### src/rtl/alu_seq_pkg.sv
// alu_seq_pkg: op codes, ALUOp classes, FSM states and decode helpers shared by alu_seq_unit.
package alu_seq_pkg;
  localparam logic [3:0] OP_AND  = 4'b0000;
  localparam logic [3:0] OP_OR   = 4'b0001;
  localparam logic [3:0] OP_ADD  = 4'b0010;
  localparam logic [3:0] OP_SLL  = 4'b0011;
  localparam logic [3:0] OP_REM  = 4'b0100;
  localparam logic [3:0] OP_REMU = 4'b0101;
  localparam logic [3:0] OP_SUB  = 4'b0110;
  localparam logic [3:0] OP_SLT  = 4'b0111;
  localparam logic [3:0] OP_SRL  = 4'b1000;
  localparam logic [3:0] OP_SLTU = 4'b1001;
  localparam logic [3:0] OP_SRA  = 4'b1010;
  localparam logic [3:0] OP_XOR  = 4'b1100;
  localparam logic [3:0] OP_MUL  = 4'b1101;
  localparam logic [3:0] OP_DIV  = 4'b1110;
  localparam logic [3:0] OP_DIVU = 4'b1111;
  localparam logic [2:0] ALUOP_ADD = 3'b000;
  localparam logic [2:0] ALUOP_SUB = 3'b001;
  localparam logic [2:0] ALUOP_R   = 3'b010;
  localparam logic [2:0] ALUOP_I   = 3'b011;
  typedef enum logic [1:0] {S_IDLE, S_MUL, S_DIV, S_DONE} state_e;
  function automatic logic [3:0] base_op(input logic [2:0] f3);
    case (f3)
      3'b000:  return OP_ADD;
      3'b001:  return OP_SLL;
      3'b010:  return OP_SLT;
      3'b011:  return OP_SLTU;
      3'b100:  return OP_XOR;
      3'b101:  return OP_SRL;
      3'b110:  return OP_OR;
      default: return OP_AND;
    endcase
  endfunction
  function automatic logic [3:0] mdu_op(input logic [2:0] f3);
    return f3 == 3'b000 ? OP_MUL : f3 == 3'b100 ? OP_DIV : f3 == 3'b101 ? OP_DIVU :
           f3 == 3'b110 ? OP_REM : OP_REMU;
  endfunction
endpackage

### src/rtl/alu_seq_divider.sv
// alu_seq_divider: restoring radix-2 unsigned divider, one quotient bit per cycle over XLEN cycles.
module alu_seq_divider
  import alu_seq_pkg::*;
#(
  parameter int XLEN = 32
) (
  input  logic            clk,
  input  logic            rst,
  input  logic            start,
  input  logic [XLEN-1:0] a,
  input  logic [XLEN-1:0] b,
  output logic            busy,
  output logic            done,
  output logic [XLEN-1:0] q,
  output logic [XLEN-1:0] r
);
  localparam int CW = $clog2(XLEN);
  logic [XLEN-1:0] quo, rem;
  logic [CW-1:0] cnt;
  logic [XLEN:0] sh, diff;
  assign sh = {rem, quo[XLEN-1]};
  assign diff = sh - {1'b0, b};
  // q/r are the values after the current step, so the final step is visible as done rises
  assign q = {quo[XLEN-2:0], !diff[XLEN]};
  assign r = diff[XLEN] ? sh[XLEN-1:0] : diff[XLEN-1:0];
  assign done = busy && cnt == '0;
  always_ff @(posedge clk) begin
    if (rst) begin
      busy <= 1'b0;
      cnt <= '0;
      quo <= '0;
      rem <= '0;
    end else if (start) begin
      busy <= 1'b1;
      cnt <= CW'(XLEN - 1);
      quo <= a;
      rem <= '0;
    end else if (busy) begin
      busy <= !done;
      cnt <= cnt - 1'b1;
      quo <= q;
      rem <= r;
    end
  end
endmodule

### src/rtl/alu_seq_unit.sv
// alu_seq_unit: ALU decode/execute behind valid/ready; multi-cycle MUL/DIV/REM only with `ALU_SEQ_MDU_EN.
module alu_seq_unit
  import alu_seq_pkg::*;
#(
  parameter int XLEN = 32
) (
  input  logic            clk,
  input  logic            reset,
  input  logic            in_valid,
  output logic            in_ready,
  input  logic [2:0]      alu_op,
  input  logic [6:0]      funct7,
  input  logic [2:0]      funct3,
  input  logic [XLEN-1:0] op_a,
  input  logic [XLEN-1:0] op_b,
  output logic            out_valid,
  input  logic            out_ready,
  output logic [XLEN-1:0] result,
  output logic            zero,
  output logic            illegal,
  output logic [3:0]      operation
);
  localparam int SHW = $clog2(XLEN);
  state_e state, state_n, acc_st;
  logic [3:0] dop;
  logic dill, acc;
  logic [XLEN-1:0] alu_y, y;
  logic [SHW-1:0] sh;
  assign sh = op_b[SHW-1:0];
  assign in_ready = !reset && (state == S_IDLE || (state == S_DONE && out_ready));
  assign acc = in_valid && in_ready;
  assign out_valid = state == S_DONE;
  always_comb begin
    dop = OP_ADD;
    dill = 1'b0;
    case (alu_op)
      ALUOP_ADD: dop = OP_ADD;
      ALUOP_SUB: dop = OP_SUB;
      ALUOP_R: begin
        if (funct7 == 7'b0000000) dop = base_op(funct3);
        else if (funct7 == 7'b0100000 && funct3 == 3'b000) dop = OP_SUB;
        else if (funct7 == 7'b0100000 && funct3 == 3'b101) dop = OP_SRA;
`ifdef ALU_SEQ_MDU_EN
        else if (funct7 == 7'b0000001 && (funct3 == 3'b000 || funct3[2])) dop = mdu_op(funct3);
`endif
        else dill = 1'b1;
      end
      ALUOP_I: begin
        dop = (funct3 == 3'b101 && funct7[5]) ? OP_SRA : base_op(funct3);
        dill = funct3[1:0] == 2'b01 && (funct7 & 7'b1011111) != 7'b0;
      end
      default: dill = 1'b1;
    endcase
  end
  always_comb begin
    case (dop)
      OP_AND:  alu_y = op_a & op_b;
      OP_OR:   alu_y = op_a | op_b;
      OP_ADD:  alu_y = op_a + op_b;
      OP_SUB:  alu_y = op_a - op_b;
      OP_XOR:  alu_y = op_a ^ op_b;
      OP_SLL:  alu_y = op_a << sh;
      OP_SRL:  alu_y = op_a >> sh;
      OP_SRA:  alu_y = $signed(op_a) >>> sh;
      OP_SLT:  alu_y = XLEN'($signed(op_a) < $signed(op_b));
      OP_SLTU: alu_y = XLEN'(op_a < op_b);
      default: alu_y = '0;
    endcase
  end
`ifdef ALU_SEQ_MDU_EN
  logic [XLEN-1:0] ma, mb, da, db, dq, dr, sp_y, mdu_y;
  logic sgn, is_rem, is_div, bz, ovf, div_sp, neg_q, neg_r, rem_sel, dv_busy, dv_done, go_mul, go_div;
  assign sgn = dop == OP_DIV || dop == OP_REM;
  assign is_rem = dop == OP_REM || dop == OP_REMU;
  assign is_div = sgn || dop == OP_DIVU || dop == OP_REMU;
  assign bz = op_b == '0;
  assign ovf = sgn && op_a == {1'b1, {(XLEN-1){1'b0}}} && &op_b;
  // divide-by-zero and signed overflow resolve in one cycle without the divider
  assign div_sp = is_div && (bz || ovf);
  assign sp_y = bz ? (is_rem ? op_a : '1) : (is_rem ? '0 : op_a);
  assign go_mul = !dill && dop == OP_MUL;
  assign go_div = !dill && is_div && !div_sp;
  assign acc_st = go_mul ? S_MUL : go_div ? S_DIV : S_DONE;
  assign da = (sgn && op_a[XLEN-1]) ? -op_a : op_a;
  assign db = (sgn && op_b[XLEN-1]) ? -op_b : op_b;
  assign y = dill ? '0 : div_sp ? sp_y : alu_y;
  assign mdu_y = state == S_MUL ? ma * mb : rem_sel ? (neg_r ? -dr : dr) : (neg_q ? -dq : dq);
  always_ff @(posedge clk) begin
    if (acc) begin
      ma <= op_a;
      mb <= op_b;
      neg_q <= sgn && (op_a[XLEN-1] ^ op_b[XLEN-1]);
      neg_r <= sgn && op_a[XLEN-1];
      rem_sel <= is_rem;
    end
  end
  alu_seq_divider #(.XLEN(XLEN)) u_div (
    .clk(clk), .rst(reset), .start(acc && go_div), .a(da), .b(db),
    .busy(dv_busy), .done(dv_done), .q(dq), .r(dr)
  );
`else
  assign acc_st = S_DONE;
  assign y = dill ? '0 : alu_y;
`endif
  always_ff @(posedge clk) state <= reset ? S_IDLE : state_n;
  always_comb begin
    state_n = state;
    case (state)
      S_IDLE, S_DONE: state_n = acc ? acc_st : (state == S_DONE && out_ready) ? S_IDLE : state;
`ifdef ALU_SEQ_MDU_EN
      S_MUL: state_n = S_DONE;
      S_DIV: state_n = dv_done ? S_DONE : dv_busy ? S_DIV : S_IDLE;
`endif
      default: state_n = S_IDLE;
    endcase
  end
  always_ff @(posedge clk) begin
    if (reset) begin
      result <= '0;
      zero <= 1'b1;
      illegal <= 1'b0;
      operation <= OP_AND;
    end else if (acc) begin
      result <= y;
      zero <= (y == '0);
      illegal <= dill;
      operation <= dill ? OP_AND : dop;
`ifdef ALU_SEQ_MDU_EN
    end else if (state == S_MUL || dv_done) begin
      result <= mdu_y;
      zero <= (mdu_y == '0);
`endif
    end
  end
endmodule

### config.mk
export PLATFORM = sky130hd
export DESIGN_NAME = alu_seq_unit
export DESIGN_NICKNAME = d
export VERILOG_FILES = /design/src/rtl/alu_seq_pkg.sv /design/src/rtl/alu_seq_divider.sv /design/src/rtl/alu_seq_unit.sv
export SDC_FILE = /design/constraint.sdc
export NUM_CORES = 1
export LEC_CHECK = 0
export BUFFER_PORTS_ARGS = -buffer_cell sky130_fd_sc_hd__buf_2
export CORE_AREA = 8 8 225 227
export DETAILED_ROUTE_END_ITERATION = 16
export DIE_AREA = 0 0 233 235
export SYNTH_ARGS = -nofsm -noshare
export SYNTH_HDL_FRONTEND = slang
export SYNTH_SLANG_ARGS = --single-unit
### constraint.sdc
create_clock -name clk -period 4.7 [get_ports clk]
set_clock_uncertainty 0.1 [all_clocks]
set_input_delay 0.47 -clock clk [delete_from_list [all_inputs] [get_ports clk]]
set_output_delay 0.47 -clock clk [all_outputs]
set_load 0.1 [all_outputs]
==> impl_summary.log <==
INFO  metric cts.root.buffer_cell = sky130_fd_sc_hd__clkbuf_16
INFO  metric drive_gt1_frac = 0.247
INFO  metric critical_path_start_type = input port
INFO  metric r2r-start = state[0]
INFO  metric synth_compound_area_frac = 0.311
INFO  metric most-common-layout-cells = 202 x sky130_fd_sc_hd__buf_4, 168 x sky130_fd_sc_hd__nor2_1, 142 x sky130_fd_sc_hd__nand2_1
INFO  metric setup.worst_path.start = funct3[2]
INFO  metric gr-total-overflow = 0
INFO  metric crit_fanout = 23
INFO  metric post-place-ws = 0.0825 ns
INFO  metric synthSimpleGateAreaFrac = 0.223
INFO  metric quantity_of_hold_fixing_buffers_added_after_cts = 0
INFO  metric crit_path_end = zero
INFO  metric finalCriticalPeriod = between 4 and 5 ns
INFO  metric die_height = approximately 240 um
INFO  metric netlist_instances = about 1600
INFO  metric power_frac_seq = 0.139
INFO  metric clock_tree_sinks = 39
INFO  metric switching_share = 0.511
INFO  metric area.sequential = roughly 800 um2
INFO  metric hold_ws = around 0.35 ns
INFO  metric r2r-end = zero
INFO  metric drt_iter0_markers = approximately 2100
INFO  metric chipWidth = approximately 230 um
INFO  metric yosysWarnings = 0
INFO  metric mappedNetlistArea = roughly 12000 um2
INFO  metric multiInputGateArea = roughly 9900 um2
INFO  metric period_share = 0.950
INFO  metric cellInternalPower = between 1 and 1.5 mW
INFO  metric grt_first_pass_wirelength = roughly 93 mm
INFO  metric place.gp.congestion = between 1 and 1.5
INFO  metric detailroute.via_count = 14700
INFO  metric postRouteAntennaNets = 0
INFO  metric grt_use_total = 0.221
INFO  metric setup_total_negative_slack = 0 ns
INFO  metric largest_net_degree_at_the_start_of_global_routing = 51
INFO  metric most_common_library_cell_in_the_layout_ignoring_fill_and_taps = sky130_fd_sc_hd__buf_4
INFO  metric final-hold-violation-count = 0
INFO  metric antenna_violations_before_repair = 4
INFO  metric cts_inserted_buffers = 5
INFO  metric combinational_family_with_the_most_area_after_synthesis = compound AO/OA/AOI/OAI gates
INFO  metric cts.htree.levels = 2
INFO  metric detailed_place_hpwl = around 53 mm
INFO  metric worstSetupEndpointType = register
INFO  metric syn_avg_cell_area = 7.22 um2
INFO  metric synth.area.top_cells = sky130_fd_sc_hd__mux4_2 11%, sky130_fd_sc_hd__ha_1 11%, sky130_fd_sc_hd__dfxtp_1 6.7%
INFO  metric cts.path.max_buffers = 2
INFO  metric cts_tree = built
INFO  metric power_density = ~180 nW/um2
INFO  metric maxSlewViolCount = 0
INFO  metric combinationalPowerShare = 0.717
INFO  metric finish.utilization = 0.302
INFO  metric placed_cells = 2424
INFO  metric part_of_the_yosys_area_used_for_sequential_elements = 0.0670
INFO  metric asyncSetResetFlopFracSynth = 0
INFO  metric max_slew_margin = 0.0934
INFO  metric setup_repair_bufs_after_cts = 0
INFO  metric portBuffers = 120
INFO  metric run_status = complete, no violations
INFO  metric holdCritPathClass = input port to register
INFO  metric area_growth_syn_to_layout = 22.3%
INFO  metric num-nets-final = 2001
INFO  metric parity_gate_share_of_the_synthesized_area_counting_xor_and_xnor_cells = 0.0233
INFO  metric vias_in_the_first_global_route = approximately 14000
INFO  metric vdd_ir_drop_max = roughly 0.00027 V
INFO  metric worst-setup-path-type = input port to register
INFO  metric synth_fa_ha_area_frac = 0.113
INFO  metric grt_setup_unrepaired = no
INFO  metric avgViaCountPerCell = around 6.0
INFO  metric ys_types = a little over 90
INFO  metric synth.top_cell.area_share = 0.114
INFO  metric num_io_pins = between 100 and 150
INFO  metric regToRegSetupSlack = between 1.5 and 2 ns
INFO  metric synth-seq-cells = 39
INFO  metric initial_core_util = 0.247
INFO  metric wl_per_cell = between 20 and 30 um
INFO  metric pnr_worst_setup_slack = between 0.2 and 0.25 ns
INFO  metric postCtsResizedCells = 0
INFO  metric clkPwrFrac = 0.145
INFO  metric finish.cell_count_without_fillers = about 2400
INFO  metric drtPass1Iterations = 6
INFO  metric floorplan.rows = 80
INFO  metric tightestPinTransition = 1.33 ns
INFO  metric clock_slew_at_the_register_clock_pins_of_the_worst_setup_and_hold_paths = 0.06 ns
INFO  metric reg2reg_depth = 10
INFO  metric synth_fp_nets = about 1800
INFO  metric filler_cell_count = roughly 5000
INFO  metric muxShareOfSynthArea = 0.178
INFO  metric postSynth.topFlopCell = sky130_fd_sc_hd__dfxtp_1
INFO  metric fp.dieArea = 54800 um2
INFO  metric p_switching = 1.33 mW
INFO  metric synth_largest_area_cell = sky130_fd_sc_hd__mux4_2
INFO  metric synth-edff-count = 0
INFO  metric clk_latency = between 0.2 and 0.3 ns
INFO  metric max_cap_violations = 0
INFO  metric static-leakage-power = ~6.2 nW
INFO  metric required = 4.79 ns
INFO  metric fmax = 0.224 GHz
INFO  metric cp.arrival = around 4.6 ns
INFO  metric core_area = roughly 47000 um2
INFO  metric drt_drc_violations_left = 0
INFO  metric wirelength = 64.3 mm
INFO  metric setup_violations = 0
-- stage by stage --
stage / power [mW] / cell area, um2
after floorplan: 1.46 / 11600
after global placement: 2.17 / 14100
after detailed placement: 2.17 / 14100
after CTS: 2.56 / 14200
after global routing: 2.72 / 14200
final: 2.61 / 14200
-- cell type report --
class,instances,area share
Multi-Input combinational cell,1341,0.694
Timing Repair Buffer,328,0.158
Sequential cell,39,0.0548
Tap cell,615,0.0540
Inverter,101,0.0266
Clock buffer,5,0.00878
Clock inverter,3,0.00307
Antenna cell,1,0.000176
-- Yosys cell counts, types with 16 or more instances --
cell / number
sky130_fd_sc_hd__ha_1: 102
sky130_fd_sc_hd__nand2_1: 142
sky130_fd_sc_hd__a21oi_1: 112
sky130_fd_sc_hd__xnor2_1: 23
sky130_fd_sc_hd__nand3_1: 61
sky130_fd_sc_hd__o22ai_1: 16
sky130_fd_sc_hd__o21ai_0: 113
sky130_fd_sc_hd__nor2b_1: 19
sky130_fd_sc_hd__nor3_1: 53
sky130_fd_sc_hd__mux2_2: 22
sky130_fd_sc_hd__mux2i_1: 41
sky130_fd_sc_hd__a21o_1: 21
sky130_fd_sc_hd__a211oi_1: 27
sky130_fd_sc_hd__mux4_2: 59
sky130_fd_sc_hd__nor2_1: 168
sky130_fd_sc_hd__buf_2: 31
sky130_fd_sc_hd__nor4_1: 18
sky130_fd_sc_hd__inv_1: 98
sky130_fd_sc_hd__o211ai_1: 25
sky130_fd_sc_hd__clkbuf_1: 79
sky130_fd_sc_hd__dfxtp_1: 39
-- state kept, by name, summed over array words and instances, names as in the netlist --
register,cells
zero,1
result,32
operation,4
state,1
illegal,1
-- power by group through the flow --
stage,registers (mW),logic [mW],clock network (mW)
after CTS,0.361,1.81,0.383
after global placement,0.367,1.80,0
final,0.361,1.87,0.377
after global routing,0.363,1.96,0.394
after detailed placement,0.368,1.80,0
after floorplan,0.508,0.956,0
-- worst min-delay path by stage --
| stage | depth (start not counted) | slack (ns) | startpoint | endpoint |
|---|---|---|---|---|
| after floorplan | 2 | 0.49 | in_valid | state[0] |
| after global placement | 2 | 0.35 | result[19] | result[19] |
| after detailed placement | 2 | 0.35 | operation[1] | operation[1] |
| after CTS | 3 | 0.35 | in_valid | state[0] |
| after global routing | 2 | 0.38 | result[3] | result[3] |
| final | 3 | 0.35 | in_valid | state[0] |
-- worst max-delay path: stages --
cell and delay, ns:
sky130_fd_sc_hd__buf_2 0.17, sky130_fd_sc_hd__xnor2_1 0.14, sky130_fd_sc_hd__a2111oi_0 0.61, sky130_fd_sc_hd__o21bai_2 0.31
sky130_fd_sc_hd__buf_4 0.38, sky130_fd_sc_hd__nor2_1 0.11, sky130_fd_sc_hd__a221oi_1 0.40, sky130_fd_sc_hd__buf_4 0.18
sky130_fd_sc_hd__o211ai_1 0.08, sky130_fd_sc_hd__nor3_1 0.49, sky130_fd_sc_hd__nand4_1 0.17, sky130_fd_sc_hd__nor4_1 0.26
sky130_fd_sc_hd__buf_4 0.16, sky130_fd_sc_hd__and4_1 0.20, sky130_fd_sc_hd__o2111ai_1 0.12, sky130_fd_sc_hd__o41ai_2 0.28
-- logic make-up (layout without fill, tap and decap cells) --
group                      count (synthesis)  after routing
DFF                                       39             39
and+or+nand+nor                          553            553
AOI/OAI and AO/OA                        527            527
buffers and inverters                    232            437
muxes                                    126            126
xor gates and xnor gates                  31             31
adders and majority gates                104            104
other                                      0              1
-- layer usage --
layer	up-vias	routed length [um]	track usage
met5	-	27	0
met3	124	7050	0.0377
met1	7143	27300	0.314
met2	969	27800	0.334
met4	4	2080	0.0654
li1	6472	-	-
Note: power is estimated with default switching activity, not from simulation.
